[src/rtl/dpram_bist_pkg.sv]
// dpram_bist_pkg: shared states, pattern codes, LFSR taps and pattern-order helper for the DPRAM BIST
package dpram_bist_pkg;
  typedef enum logic [2:0] {S_IDLE, S_WRITE, S_READ, S_DRAIN, S_DONE} state_t;
  localparam logic [1:0] PAT_ZERO = 2'd0;
  localparam logic [1:0] PAT_ONE  = 2'd1;
  localparam logic [1:0] PAT_LFSR = 2'd2;
  localparam logic [1:0] PAT_ADDR = 2'd3;
  localparam int LFSR_TAP_HI = 35;
  localparam int LFSR_TAP_LO = 24;
  localparam logic [15:0] ERR_SAT = 16'hFFFF;
  // Lowest enabled pattern at or above lo, as {found, code}.
  function automatic logic [2:0] pick_pat(input logic [3:0] m, input int lo);
    pick_pat = '0;
    for (int i = 3; i >= 0; i--)
      if (m[i] && i >= lo) pick_pat = {1'b1, 2'(i)};
  endfunction
endpackage

[src/rtl/dpram_bist_if.sv]
// dpram_bist_if: BIST-to-RAM pins; master = BIST controller (A read, B write), slave = RAM
interface dpram_bist_if #(
  parameter int AWIDTH = 10,
  parameter int DWIDTH = 36
) ();
  logic [AWIDTH-1:0] ram_addr_a;
  logic              ram_rce_a;
  logic [DWIDTH-1:0] ram_rq_a;
  logic [AWIDTH-1:0] ram_addr_b;
  logic              ram_wce_b;
  logic [DWIDTH-1:0] ram_wd_b;
  modport master (output ram_addr_a, ram_rce_a, ram_addr_b, ram_wce_b, ram_wd_b, input ram_rq_a);
  modport slave  (input ram_addr_a, ram_rce_a, ram_addr_b, ram_wce_b, ram_wd_b, output ram_rq_a);
endinterface

[src/rtl/dpram_bist_patgen.sv]
// dpram_bist_patgen: test-word generator (pat, addr, step, reseed) -> data
//   clock0/reset_n : clock, async active-low reset
//   pat, addr      : pattern code and current word address
//   step, reseed   : advance the LFSR one word / reload it with the seed (reseed wins)
//   data           : pattern word for this cycle
module dpram_bist_patgen
  import dpram_bist_pkg::*;
#(
  parameter int AWIDTH = 10,
  parameter int DWIDTH = 36,
  parameter logic [DWIDTH-1:0] LFSR_SEED = 36'h0_ACE1_F00D
) (
  input  logic              clock0,
  input  logic              reset_n,
  input  logic [1:0]        pat,
  input  logic [AWIDTH-1:0] addr,
  input  logic              step,
  input  logic              reseed,
  output logic [DWIDTH-1:0] data
);
  // An all-zero seed would lock the LFSR, so it is replaced by 1.
  localparam logic [DWIDTH-1:0] SEED = (LFSR_SEED == '0) ? DWIDTH'(1) : LFSR_SEED;
  logic [DWIDTH-1:0] lfsr;
  always_ff @(posedge clock0 or negedge reset_n)
    if (!reset_n) lfsr <= SEED;
    else if (reseed) lfsr <= SEED;
    else if (step) lfsr <= {lfsr[DWIDTH-2:0], lfsr[LFSR_TAP_HI] ^ lfsr[LFSR_TAP_LO]};
  assign data = pat == PAT_ZERO ? '0 :
                pat == PAT_ONE  ? '1 :
                pat == PAT_LFSR ? lfsr : {{(DWIDTH-2*AWIDTH){1'b0}}, ~addr, addr};
endmodule

[src/rtl/dpram_bist_ctrl.sv]
// dpram_bist_ctrl: BIST initiator for the 36x1024 DPRAM, writes patterns on port B and checks them on port A
//   clock0/reset_n        : clock, async active-low reset
//   start, pat_mask       : run request (IDLE only) and enabled patterns (zeros, ones, LFSR, addr)
//   busy, done, pass      : run in progress, end-of-run pulse, result (err_count==0)
//   err_count             : saturating mismatch count
//   first_fail_addr/data  : address and read data of the first mismatch
//   ram                   : RAM pins (master modport)
module dpram_bist_ctrl
  import dpram_bist_pkg::*;
#(
  parameter int AWIDTH = 10,
  parameter int DWIDTH = 36,
  parameter int SIZE = 1024,
  parameter int RD_LATENCY = 1,
  parameter logic [DWIDTH-1:0] LFSR_SEED = 36'h0_ACE1_F00D
) (
  input  logic              clock0,
  input  logic              reset_n,
  input  logic              start,
  input  logic [3:0]        pat_mask,
  output logic              busy,
  output logic              done,
  output logic              pass,
  output logic [15:0]       err_count,
  output logic [AWIDTH-1:0] first_fail_addr,
  output logic [DWIDTH-1:0] first_fail_data,
  dpram_bist_if.master      ram
);
  state_t state, state_n;
  logic [AWIDTH-1:0] addr, addr_n;
  logic [1:0] pat, pat_n;
  logic [3:0] mask;
  logic [2:0] pick;
  logic fin, launch, last, step, reseed, mis;
  logic [DWIDTH-1:0] pdata;
  logic [RD_LATENCY-1:0] vld_q;
  logic [AWIDTH-1:0] adr_q [RD_LATENCY];
  logic [DWIDTH-1:0] exp_q [RD_LATENCY];
  assign launch = state == S_IDLE && start;
  assign last = addr == AWIDTH'(SIZE - 1);
  // addr doubles as the DRAIN cycle counter.
  always_comb begin
    state_n = state;
    addr_n = addr;
    pat_n = pat;
    pick = '0;
    unique case (state)
      S_IDLE: if (start) begin
        pick = pick_pat(pat_mask, 0);
        state_n = pick[2] ? S_WRITE : S_DONE;
        pat_n = pick[1:0];
        addr_n = '0;
      end
      S_WRITE: begin
        addr_n = last ? '0 : addr + 1'b1;
        state_n = last ? S_READ : S_WRITE;
      end
      S_READ: begin
        addr_n = last ? '0 : addr + 1'b1;
        state_n = last ? S_DRAIN : S_READ;
      end
      S_DRAIN: begin
        addr_n = addr + 1'b1;
        if (addr == AWIDTH'(RD_LATENCY - 1)) begin
          pick = pick_pat(mask, int'(pat) + 1);
          addr_n = '0;
          state_n = pick[2] ? S_WRITE : S_DONE;
          pat_n = pick[2] ? pick[1:0] : pat;
        end
      end
      S_DONE: state_n = S_IDLE;
      default: state_n = S_IDLE;
    endcase
  end
  always_ff @(posedge clock0 or negedge reset_n)
    if (!reset_n) begin
      state <= S_IDLE;
      addr <= '0;
      pat <= PAT_ZERO;
      mask <= '0;
      fin <= 1'b0;
    end else begin
      state <= state_n;
      addr <= addr_n;
      pat <= pat_n;
      mask <= launch ? pat_mask : mask;
      fin <= state_n == S_DONE || (fin && !launch);
    end
  // The LFSR restarts on entry to WRITE and READ so both phases see the same sequence.
  assign step = state == S_WRITE || state == S_READ;
  assign reseed = state_n != state && (state_n == S_WRITE || state_n == S_READ);
  dpram_bist_patgen #(.AWIDTH(AWIDTH), .DWIDTH(DWIDTH), .LFSR_SEED(LFSR_SEED)) u_patgen (
    .clock0, .reset_n, .pat, .addr, .step, .reseed, .data(pdata)
  );
  assign ram.ram_wce_b = state == S_WRITE;
  assign ram.ram_rce_a = state == S_READ;
  assign ram.ram_addr_b = ram.ram_wce_b ? addr : '0;
  assign ram.ram_wd_b = ram.ram_wce_b ? pdata : '0;
  assign ram.ram_addr_a = ram.ram_rce_a ? addr : '0;
  // Expected word and address travel alongside the RAM read latency.
  always_ff @(posedge clock0 or negedge reset_n)
    if (!reset_n) begin
      vld_q <= '0;
      for (int i = 0; i < RD_LATENCY; i++) begin
        adr_q[i] <= '0;
        exp_q[i] <= '0;
      end
    end else begin
      vld_q[0] <= ram.ram_rce_a;
      adr_q[0] <= addr;
      exp_q[0] <= pdata;
      for (int i = 1; i < RD_LATENCY; i++) begin
        vld_q[i] <= vld_q[i-1];
        adr_q[i] <= adr_q[i-1];
        exp_q[i] <= exp_q[i-1];
      end
    end
  // Case inequality so X/Z read data is a mismatch.
  assign mis = vld_q[RD_LATENCY-1] && (ram.ram_rq_a !== exp_q[RD_LATENCY-1]);
  always_ff @(posedge clock0 or negedge reset_n)
    if (!reset_n) begin
      err_count <= '0;
      first_fail_addr <= '0;
      first_fail_data <= '0;
    end else if (launch) begin
      err_count <= '0;
      first_fail_addr <= '0;
      first_fail_data <= '0;
    end else if (mis) begin
      if (err_count == '0) begin
        first_fail_addr <= adr_q[RD_LATENCY-1];
        first_fail_data <= ram.ram_rq_a;
      end
      err_count <= err_count == ERR_SAT ? err_count : err_count + 16'd1;
    end
  assign busy = state inside {S_WRITE, S_READ, S_DRAIN};
  assign done = state == S_DONE;
  assign pass = fin && err_count == '0;
endmodule

[src/flat_wrapper.sv]
// flat-port wrapper written by rule: the top's interface ports become plain ports
module dpram_bist_ctrl_flat import dpram_bist_pkg::*;
#(
  parameter int AWIDTH = 10,
  parameter int DWIDTH = 36,
  parameter int SIZE = 1024,
  parameter int RD_LATENCY = 1,
  parameter logic [DWIDTH-1:0] LFSR_SEED = 36'h0_ACE1_F00D
)
  (clock0, reset_n, start, pat_mask, busy, done, pass, err_count, first_fail_addr, first_fail_data, ram_ram_addr_a, ram_ram_rce_a, ram_ram_addr_b, ram_ram_wce_b, ram_ram_wd_b, ram_ram_rq_a);
  dpram_bist_if #(.AWIDTH(AWIDTH), .DWIDTH(DWIDTH)) ram_i ();
  input  logic clock0;
  input  logic reset_n;
  input  logic start;
  input  logic [3:0] pat_mask;
  output logic busy;
  output logic done;
  output logic pass;
  output logic [15:0] err_count;
  output logic [AWIDTH-1:0] first_fail_addr;
  output logic [DWIDTH-1:0] first_fail_data;
  output wire logic [$bits(ram_i.ram_addr_a)-1:0] ram_ram_addr_a;
  output wire logic [$bits(ram_i.ram_rce_a)-1:0] ram_ram_rce_a;
  output wire logic [$bits(ram_i.ram_addr_b)-1:0] ram_ram_addr_b;
  output wire logic [$bits(ram_i.ram_wce_b)-1:0] ram_ram_wce_b;
  output wire logic [$bits(ram_i.ram_wd_b)-1:0] ram_ram_wd_b;
  input wire logic [$bits(ram_i.ram_rq_a)-1:0] ram_ram_rq_a;
  assign ram_ram_addr_a = ram_i.ram_addr_a;
  assign ram_ram_rce_a = ram_i.ram_rce_a;
  assign ram_ram_addr_b = ram_i.ram_addr_b;
  assign ram_ram_wce_b = ram_i.ram_wce_b;
  assign ram_ram_wd_b = ram_i.ram_wd_b;
  assign ram_i.ram_rq_a = ram_ram_rq_a;
  dpram_bist_ctrl #(.AWIDTH(AWIDTH), .DWIDTH(DWIDTH), .SIZE(SIZE), .RD_LATENCY(RD_LATENCY), .LFSR_SEED(LFSR_SEED)) u_core (.clock0(clock0), .reset_n(reset_n), .start(start), .pat_mask(pat_mask), .busy(busy), .done(done), .pass(pass), .err_count(err_count), .first_fail_addr(first_fail_addr), .first_fail_data(first_fail_data), .ram(ram_i));
endmodule
[config.mk]
export PLATFORM = sky130hd
export DESIGN_NAME = dpram_bist_ctrl_flat
export DESIGN_NICKNAME = d
export VERILOG_FILES = /design/src/rtl/dpram_bist_pkg.sv /design/src/rtl/dpram_bist_if.sv /design/src/rtl/dpram_bist_patgen.sv /design/src/rtl/dpram_bist_ctrl.sv /design/src/flat_wrapper.sv
export SDC_FILE = /design/constraint.sdc
export NUM_CORES = 1
export LEC_CHECK = 0
export ABC_AREA = 0
export ABC_CLOCK_PERIOD_IN_PS = 2870
export CORE_ASPECT_RATIO = 1.5
export CORE_UTILIZATION = 52
export DETAILED_ROUTE_END_ITERATION = 10
export GPL_TIMING_DRIVEN = 0
export PLACE_DENSITY = 0.81
export SLEW_MARGIN = 20
export SYNTH_ARGS = -nofsm -noshare
export SYNTH_HDL_FRONTEND = slang
export SYNTH_SLANG_ARGS = --single-unit
[constraint.sdc]
create_clock -name clock0 -period 2.87 [get_ports clock0]
set_input_delay 0.574 -clock clock0 [delete_from_list [all_inputs] [get_ports clock0]]
set_output_delay 0.574 -clock clock0 [all_outputs]
set_load 0.02 [all_outputs]
# [Word-level counts from Yosys, hierarchy flattened]
# Cells that the tools add are included.
[word_totals] ff_bits=165 input_bits=43 out_inout_bits=123
[op_classes] add_sub_neg=3 n_lt_le_gt_ge=4 eq_ne=17 mux=44 n_bitwise=2 n_reduce_logical=28
[ops] cell="two-way mux 36 bit" n=9
[ops] cell="two-way mux 10 bit" n=8
[ops] cell=">= comparator 3 x 32 -> 1 bit, first input constant" n=2
[ops] cell="two-way mux 16 bit" n=3
[ops] cell="two-way mux 3 bit" n=16
[ops] cell="case inequality test 36 bit" n=1
[ops] cell=">= comparator 1 x 32 -> 1 bit, first input constant" n=1
[ops] cell=">= comparator 2 x 32 -> 1 bit, first input constant" n=1
[ops] cell="one-hot mux 10 bit (3 select lines)" n=1
[ops] cell="adder 16 x 1 -> 16 bit, second input constant" n=1
[ops] cell="equality test 16 bit, second input constant" n=1
[ops] cell="zero test 16 bit" n=1
[ops] cell="one-hot mux 3 bit (4 select lines)" n=1
[ops] cell="adder 10 x 1 -> 10 bit, second input constant" n=1
[ops] cell="equality test 10 bit, second input constant" n=1
[ops] cell="zero test 10 bit" n=1
[ops] cell="NOT 10 bit" n=1
[ops] cell="equality test 3 x 2 -> 1 bit, second input constant" n=3
[ops] cell="logical AND 1 bit" n=9
[ops] cell="two-way mux 2 bit" n=4
[ops] cell="nonzero test 2 bit" n=4
[ops] cell="equality test 3 x 1 -> 1 bit, second input constant" n=2
[ops] cell="equality test 3 bit, second input constant" n=2
[ops] cell="inequality test 2 x 1 -> 1 bit, second input constant" n=3
[ops] cell="16 further kinds" n=21

# [Logic depth before layout (Yosys ltp)]
# Gate-level depths: netlist of the first run.
[depth] word_depth=16 depth_mapped=9 depth_no_buf=8

# [Hierarchy]
# A second synthesis of the first run with hierarchy kept.
[unflattened] cells_unflattened=808 hier_area_um2=7998.9
[modules_own_cells] module="dpram_bist_ctrl" n_inst=1 cells_per_inst=609 area_per_inst_um2=6015.8
[modules_own_cells] module="dpram_bist_patgen" n_inst=1 cells_per_inst=199 area_per_inst_um2=1983.2

# [Worst setup path before layout of the first run]
# No wires, ideal clock.
[synth_timing] path_type="reg2out" startpoint="reg u_core.state[0]" endpoint="out ram_ram_wd_b[26]" arrival_ps=1755 slack_ps=541 stages_incl_launch_ff=7 path_buffers=3 path_cell_list="dfrtp_1 > clkbuf_1 > nand3_1 > inv_1 > clkbuf_1 > clkbuf_1 > and2_1"
[synth_via] elab_chain_cells=2
[synth_lines] element="start, declared" line="dpram_bist_ctrl.sv:29" source="state_t state, state_n;"
[synth_lines] element="start signal, assigned" line="dpram_bist_ctrl.sv:83" source="state <= state_n;"
[synth_lines] element="equality test 3 x 1 -> 1 bit" line="dpram_bist_ctrl.sv:95" source="assign ram.ram_wce_b = state == S_WRITE;"
[synth_lines] element="via ram_ram_wce_b" line="flat_wrapper.sv:25" source="output wire logic [$bits(ram_i.ram_wce_b)-1:0] ram_ram_wce_b;"
[synth_lines] element="two-way mux 36 bit" line="dpram_bist_ctrl.sv:98" source="assign ram.ram_wd_b = ram.ram_wce_b ? pdata : '0;"
[synth_lines] element="end, declared" line="flat_wrapper.sv:26" source="output wire logic [$bits(ram_i.ram_wd_b)-1:0] ram_ram_wd_b;"
# The timed path passes the listed nets, and every way through them passes these cells.

# [Worst setup path in the final report of the first run]
[layout_timing] startpoint="reg u_core.state[2]" endpoint="out ram_ram_rce_a"
[layout_via] elab_chain_cells=1
[layout_lines] element="equality test 3 x 2 -> 1 bit" line="dpram_bist_ctrl.sv:96" source="assign ram.ram_rce_a = state == S_READ;"
[layout_lines] element="end, declared" line="flat_wrapper.sv:23" source="output wire logic [$bits(ram_i.ram_rce_a)-1:0] ram_ram_rce_a;"
# No other way between the ends.

==> run metrics, run 1 <==
I/O Buffers 165; grt total ovfl 0; Gate power share 40.4%; gp weighted congestion 0.9323; TritonCTS clock tree yes; antenna fix cells 0; vias in the first global route 7021; post-synthesis mux area share 1.168%; crit start category register; worst setup margin 0.08834 ns; htree depth 4; Starting Density 53.83%; largest net degree at the start of global routing 90; worst skew pair latency 0.43 ns; largest family of logic cells by synthesized area simple AND/OR/NAND/NOR gates; layout cell share with drive strength beyond 1 12.54%; Die Span X 102.8 um; Clk pin slew, worst setup/hold paths 0.07 ns; final WL 24.61 mm; worst-case reg-to-reg path depth 8; Final Hold Fails 0; gr usage total 32.50%; Core Area 14730 um^2; total CTS buffers 17; vias 7235; crit-path leading delay family buffers and inverters; Cells after Synth 856; DRT iter0 DRCs 582; DRT antenna net count 0; initial antenna violation count 0; post-synthesis compound-gate area fraction 15.28%; Int Pwr 5995 uW; Clock Skews between 0.01 and 0.015 ns; fin crit period 2.782 ns; Synth Area in Simple Gates 22.66%; Crit path required time 2.30 ns; EDFF count, synth 0; Max-Cap Viols 0; first-pass GRT wire length 38.32 mm; Placement Setup Slack -0.4177 ns; Seq pwr share 36.2%; clk root buf clkbuf_16; Die Area 15760 um^2; DRC Markers 0; critical path arrival 2.21 ns; flop-to-flop setup slack 0.11 ns; clock power share between 20% and 30%; Final setup violation count 0; Post-DP HPWL 17.47 mm; Nets 1087; CP max-delay cell clkdlybuf4s50_1; power density cells 955.7 nW/um^2; DR vias/cell 5.793; net switching power between 4000 and 5000 uW; I/O pin cnt 166; reg2reg start u_core.err_count[1]$_DFFE_PN0P_; hold crit path type input port to asynchronous set/reset pin; CTS Buffer Depth 2; TritonRoute pass-1 iters 5; maximum vdd drop 0.6183 mV; Tcrit/Tclk final 96.92%; Synth Area in XOR/XNOR 4.198%; Avg Cell Area, Syn 9.263 um^2; adder-cell area share of the yosys netlist 0.6312%; Worst Setup Path Type register to primary output; Slew headroom 51.82%; WL per Instance 19.70 um; Area Growth Syn to Fin 32.62%; Die Ht 153.2 um; post-synthesis sequential area ratio between 50% and 60%; Worst path max stage delay 0.60 ns; clock sinks around 160; Leakage 0.004734 uW; Synthesized Nets 903; Cell Rows 54; Synth Register Bits 164; Post-Synthesis Cell Area 7929 um^2; setup tns final 0 ns; Async SR Flop Fraction 100.0%; switching power share of the total between 40% and 50%; RSZ-0062 raised after global routing no; CP Max Fanout 11; Synthesis Warnings 0; crit end category primary output; Max Slew Vio Count 0; crit-path cells buf_2, nor3b_4, clkbuf_8, clkdlybuf4s50_1; Least-Margin Pin Slew 0.7188 ns; synth unique cells 51; run status complete, no violations; Bufs and invs on worst path 3; Max Clock Freq 359.5 MHz; Top FF cell, synth dfrtp_1; worst reg2reg endpoint u_core.first_fail_addr[9]$_DFFE_PN0P_
layout make-up:
type	instances	area, um^2
clock buffers	18	439.2
repair buffers	170	1668
plain buffers	60	290.3
well taps	196	245.2
multi-input cells	615	3535
flip-flops and latches	164	4126
fillers	1158	4214
clock inverters	14	163.9
inverters	12	47.55
worst max-delay path by stage:
| stage | start | end | slack, ns | cells after the start |
|---|---|---|---|---|
| floorplan | u_core.state[0]$_DFF_PN0_ | ram_ram_wd_b[26] | 0.54 | 6 |
| global placement | reset_n | u_core.first_fail_data[25]$_DFFE_PN0P_ | -5.30 | 1 |
| detailed placement | ram_ram_rq_a[12] | u_core.first_fail_addr[2]$_DFFE_PN0P_ | -0.42 | 9 |
| CTS | u_core.err_count[1]$_DFFE_PN0P_ | pass | 0.01 | 6 |
| global route | u_core.state[2]$_DFF_PN0_ | ram_ram_wd_b[22] | 0.001 | 7 |
| finish | u_core.state[2]$_DFF_PN0_ | ram_ram_rce_a | 0.09 | 4 |
repair_timing:
action | 4_1_cts | 5_1_grt
endpoints found under the setup margin | 58 | 19
setup buffers | 2 | 2
hold endpoints to repair | 0 | 0
resized for setup | 85 | 10
hold buffers | 0 | 0
pin swaps | 2 | 1
cells by family (layout without fill, tap and decap cells):
kind of cell	Yosys count	count (layout)
DFF	164	164
adders and majority gates	4	4
buffers and inverters	77	274
AOI/OAI and AO/OA	202	202
muxes	9	9
and+or+nand+nor	362	362
xor gates and xnor gates	38	38
synthesized netlist by cell type (3+ instances only):
| cell | instances | share of area [%] |
|---|---|---|
| inv_1 | 11 | 0.52 |
| o31ai_1 | 3 | 0.28 |
| nand2_1 | 99 | 4.7 |
| dfstp_2 | 15 | 5.0 |
| xnor2_1 | 37 | 4.1 |
| nor3_1 | 28 | 1.8 |
| o21ai_0 | 101 | 6.4 |
| buf_2 | 11 | 0.69 |
| and3_1 | 11 | 0.87 |
| and2_1 | 50 | 3.9 |
| buf_1 | 3 | 0.14 |
| nor3b_1 | 3 | 0.28 |
| a21oi_2 | 20 | 2.2 |
| nand3_1 | 55 | 3.5 |
| nand2b_1 | 9 | 0.71 |
| ha_1 | 4 | 0.63 |
| a21oi_1 | 40 | 2.5 |
| clkbuf_1 | 47 | 2.2 |
| nand4_1 | 17 | 1.3 |
| dfrtp_1 | 149 | 47 |
| a31o_2 | 5 | 0.55 |
| a31oi_1 | 5 | 0.39 |
| a21o_1 | 17 | 1.6 |
| nor4_1 | 6 | 0.47 |
| a41o_1 | 3 | 0.38 |
| nor2_1 | 69 | 3.3 |
| mux2i_1 | 7 | 0.88 |
| nor3_2 | 3 | 0.38 |
| nor2b_1 | 3 | 0.24 |
layer usage:
layer	vias to the layer above	GRT usage [%]	share of wire, %
li1	3317	-	-
met1	3491	39.91	38
met2	357	54.92	51
met3	70	5.213	6.7
met4	0	15.43	4.2
met5	-	0	0
cells in the final DEF (no fill, tap or decap), types with 5 or more instances in the layout:
| cell type | synthesis | routed |
|---|---|---|
| a21o_1 | 17 | 17 |
| a21oi_1 | 40 | 35 |
| a21oi_2 | 20 | 25 |
| a31o_2 | 5 | 5 |
| a31oi_1 | 5 | 5 |
| and2_1 | 50 | 50 |
| and3_1 | 11 | 11 |
| buf_2 | 11 | 12 |
| clkbuf_1 | 47 | 31 |
| clkbuf_16 | 0 | 17 |
| clkbuf_2 | 1 | 10 |
| clkdlybuf4s50_1 | 0 | 106 |
| dfrtp_1 | 149 | 146 |
| dfstp_2 | 15 | 15 |
| dlygate4sd2_1 | 0 | 51 |
| inv_1 | 11 | 10 |
| inv_6 | 0 | 6 |
| mux2i_1 | 7 | 7 |
| nand2_1 | 99 | 98 |
| nand2b_1 | 9 | 9 |
| nand3_1 | 55 | 54 |
| nand4_1 | 17 | 17 |
| nor2_1 | 69 | 68 |
| nor3_1 | 28 | 28 |
| nor4_1 | 6 | 5 |
| o21ai_0 | 101 | 101 |
| xnor2_1 | 37 | 37 |
sequential cells by signal, summed over array words and instances (netlist names):
register / flops
u_core.addr: 10
u_core.adr_q: 10
u_core.err_count: 16
u_core.exp_q: 36
u_core.fin: 1
u_core.first_fail_addr: 10
u_core.first_fail_data: 36
u_core.mask: 3
u_core.pat: 2
u_core.state: 3
u_core.u_patgen.lfsr: 36
u_core.vld_q: 1
power by group through the flow:
stage	Combinational, uW	Clock [uW]	Sequential (uW)
after floorplan	2540	0	3460
after global placement	4200	0	3570
after detailed placement	4240	0	3590
after CTS	4020	2350	3610
after global routing	4340	2470	3700
final	4060	2350	3640
through the flow:
stage	utilization, %	hold WS, ns	cell area, um^2	cells	total power, uW
6_report	71.39	0.09406	10520	1249	10050
2_1_floorplan	-	0.2784	7929	856	5994
3_3_place_gp	66.71	0.3504	9826	1217	7770
4_1_cts	71.13	0.1306	10480	1248	9983
3_5_place_dp	66.93	0.3568	9858	1218	7834
5_1_grt	71.39	0.1281	10520	1249	10510
No activity file was read; power rests on OpenSTA's default activity.
==> inputs of run 2 (changes only) <==
--- a/config.mk
+++ b/config.mk
@@ -15,4 +15,5 @@
 export SLEW_MARGIN = 20
 export SYNTH_ARGS = -nofsm -noshare
 export SYNTH_HDL_FRONTEND = slang
+export SYNTH_HIERARCHICAL = 1
 export SYNTH_SLANG_ARGS = --single-unit
==> run metrics, run 2 <==
commonest non-fill, non-tap cell in the layout dfrtp_1; CTS Buffer Depth 2; Post-Synthesis Cell Area approximately 8000 um^2; htree depth 4; run status complete, no violations; switching power share of the total 39.08%; Slew headroom 57.81%; Max Slew Vio Count 0; TritonRoute pass-1 iters 5; I/O pin cnt 166; CP Max Fanout 10; initial antenna violation count 0; top sig layer met4; synth unique cells 56; Int Pwr 6285 uW; flop-to-flop setup slack approximately 0.16 ns; layout cell share with drive strength beyond 1 a little over an eighth; maximum vdd drop 0.8437 mV; crit end category primary output; Crit path required time roughly 2.3 ns; post-synthesis sequential area ratio 51.54%; Area Growth Syn to Fin 34.65%; Worst Setup Path Type register to primary output; Starting Density roughly 53%; Leakage 0.005058 uW; routed wl met2 ~12 mm; worst-case reg-to-reg path depth 8; Clk pin slew, worst setup/hold paths 0.07 ns; fin crit period around 2.8 ns; total CTS buffers 17; clock sinks about 160; Max-Cap Viols 0; hold buffers post-CTS 0; crit start category register; sequential cell area ~4100 um^2; met3 WL 1.245 mm; Least-Margin Pin Slew around 0.63 ns; worst skew pair latency 0.42 ns; crit-path cells nor3b_4, clkbuf_4, and2_1, clkdlybuf4s50_1; crit-path leading delay family buffers and inverters; Nets 1044; grt total ovfl 0; Synth Register Bits 164; DRT antenna net count 0; Top Registers u_core/exp_q x36, u_core/first_fail_data x36, u_core/u_patgen/lfsr x36; Synthesis Warnings 6; Final Hold Fails 0; Tcrit/Tclk final 97.66%; DRC Markers 0; EDFF count, synth 0; first-pass GRT wire length 35.84 mm; hold crit path type input port to asynchronous set/reset pin; area of the multi-input gates around 3600 um^2; Bufs and invs on worst path 2; net switching power 4031 uW; Post-DP HPWL 16.35 mm; TritonCTS clock tree yes; Die Area 15890 um^2; antenna fix cells 0; DR vias/cell 5.730; post-synth top area cell dfrtp_1; Synthesized Nets 855; gr usage total 30.19%; M1 WL 8.949 mm; final WL 22.86 mm; setup tns final 0 ns; synth top area cells dfrtp_1 47%, dfstp_2 4.9%, mux2i_1 4.8%; Max Clock Freq 356.8 MHz; vias in the first global route 6791; worst setup margin 0.06708 ns; Final setup violation count 0; post-synth top area share 46.61%; Avg Cell Area, Syn 9.900 um^2; vias 6927; critical path arrival 2.23 ns; Cell Rows 55; power density cells 957.8 nW/um^2; clock power share 22.0%; Core Area 15070 um^2; Die Ht 153.9 um; Top FF cell, synth dfrtp_1; DRT iter0 DRCs 570; Placement Setup Slack -0.1694 ns; most frequent cell after synthesis dfrtp_1; gp weighted congestion 0.9697; Clock Skews just under 0.01 ns; worst reg2reg endpoint u_core/u_patgen/lfsr[15]$_DFFE_PN1P_; I/O Buffers 165; Seq pwr share between 30% and 40%; largest net degree at the start of global routing 95; clk root buf clkbuf_16; most frequent cells in the layout 147 x dfrtp_1, 126 x clkdlybuf4s50_1, 96 x nand2_1; WL per Instance between 15 and 20 um; Fillers 1095; Cells after Synth 808; Gate power share 42.2%; Async SR Flop Fraction 100.0%; Die Span X 103.3 um; most frequent cells after synthesis 149 x dfrtp_1, 96 x nand2_1, 62 x o21ai_1; Worst path max stage delay approximately 0.6 ns; CP max-delay cell clkdlybuf4s50_1; reg2reg start u_core/addr[0]$_DFFE_PN0P_
run 2: cell types whose count changed in the layout (fill, tap and decap cells not counted), sizes merged, moves of 22 or more:
cell,before,now
dlygate4sd2,51,19
o21ai,101,72
clkbuf,61,39
nor3,32,7
mux2i,7,38
nor2,70,34
a21oi,60,37
run 2: cell type report:
class                           instances  area share, %
Sequential cell                       164          38.30
Multi-Input combinational cell        565          33.49
Timing Repair Buffer                  170          16.14
Clock buffer                           18          4.078
Buffer                                 56          3.497
Tap cell                              199          2.312
Clock inverter                         14          1.382
Inverter                               23         0.8016
run 2: repair_timing:
| action | 4_1_cts | 5_1_grt |
|---|---|---|
| setup buffers | 2 | 2 |
| resized for setup | 59 | 23 |
| pin swaps | 3 | 0 |
| endpoints found under the setup margin | 57 | 48 |
run 2: logic make-up (layout without fill, tap and decap cells):
group	count (synthesis)	count (layout)	share of synthesized area (%)
simple gates	318	318	20.63
compound gates	167	167	12.76
flops	164	164	51.54
buf+inv	79	281	5.522
xor+xnor	38	38	4.161
mux	38	38	4.755
fa+ha+maj	4	4	0.6257
run 2: power groups by stage:
stage	Sequential, uW	Combinational (uW)	Clock [uW]
after floorplan	3530	2530	0
after global placement	3670	4110	0
after detailed placement	3690	4160	0
after CTS	3680	4340	2280
after global routing	3770	4620	2370
final	3700	4350	2260
run 2: layer usage:
metal | global-route usage [%] | up-vias
met2 | 50.44 | 319
met3 | 4.455 | 79
met4 | 16.77 | 0
met5 | 0 | -
met1 | 36.83 | 3351
li1 | - | 3178
run 2: worst reg2reg max path, stage by stage, from the launching register on:
cell and delay, ns:
dfrtp_1 0.61, ha_1 0.31, nand3_1 0.19, nor4_4 0.51
nand2_1 0.13, nand3_1 0.26, inv_1 0.18, buf_1 0.29
nand2_1 0.16
run 2: worst max path at each step:
| stage | to | cells after the start | slack [ns] | start |
|---|---|---|---|---|
| floorplan | ram_ram_wd_b[17] | 4 | 0.80 | u_core/state[1]$_DFF_PN0_ |
| global placement | u_core/u_patgen/lfsr[30]$_DFFE_PN0P_ | 1 | -5.26 | reset_n |
| detailed placement | ram_ram_wd_b[19] | 5 | -0.17 | u_core/state[2]$_DFF_PN0_ |
| CTS | ram_ram_addr_a[8] | 4 | 0.005 | u_core/state[1]$_DFF_PN0_ |
| global route | ram_ram_addr_a[6] | 4 | -0.004 | u_core/state[1]$_DFF_PN0_ |
| finish | ram_ram_addr_b[5] | 4 | 0.07 | u_core/state[2]$_DFF_PN0_ |
run 2: per-stage QoR:
step | total power (uW) | instances | utilization (%) | hold slack, ns | area, um^2
2_1_floorplan | 6054 | 808 | - | 0.2784 | 7999
3_3_place_gp | 7780 | 1172 | 65.69 | 0.4581 | 9899
3_5_place_dp | 7857 | 1173 | 65.90 | 0.4638 | 9932
4_1_cts | 10300 | 1207 | 71.03 | 0.1233 | 10710
5_1_grt | 10770 | 1209 | 71.47 | 0.1351 | 10770
6_report | 10320 | 1209 | 71.47 | 0.1024 | 10770
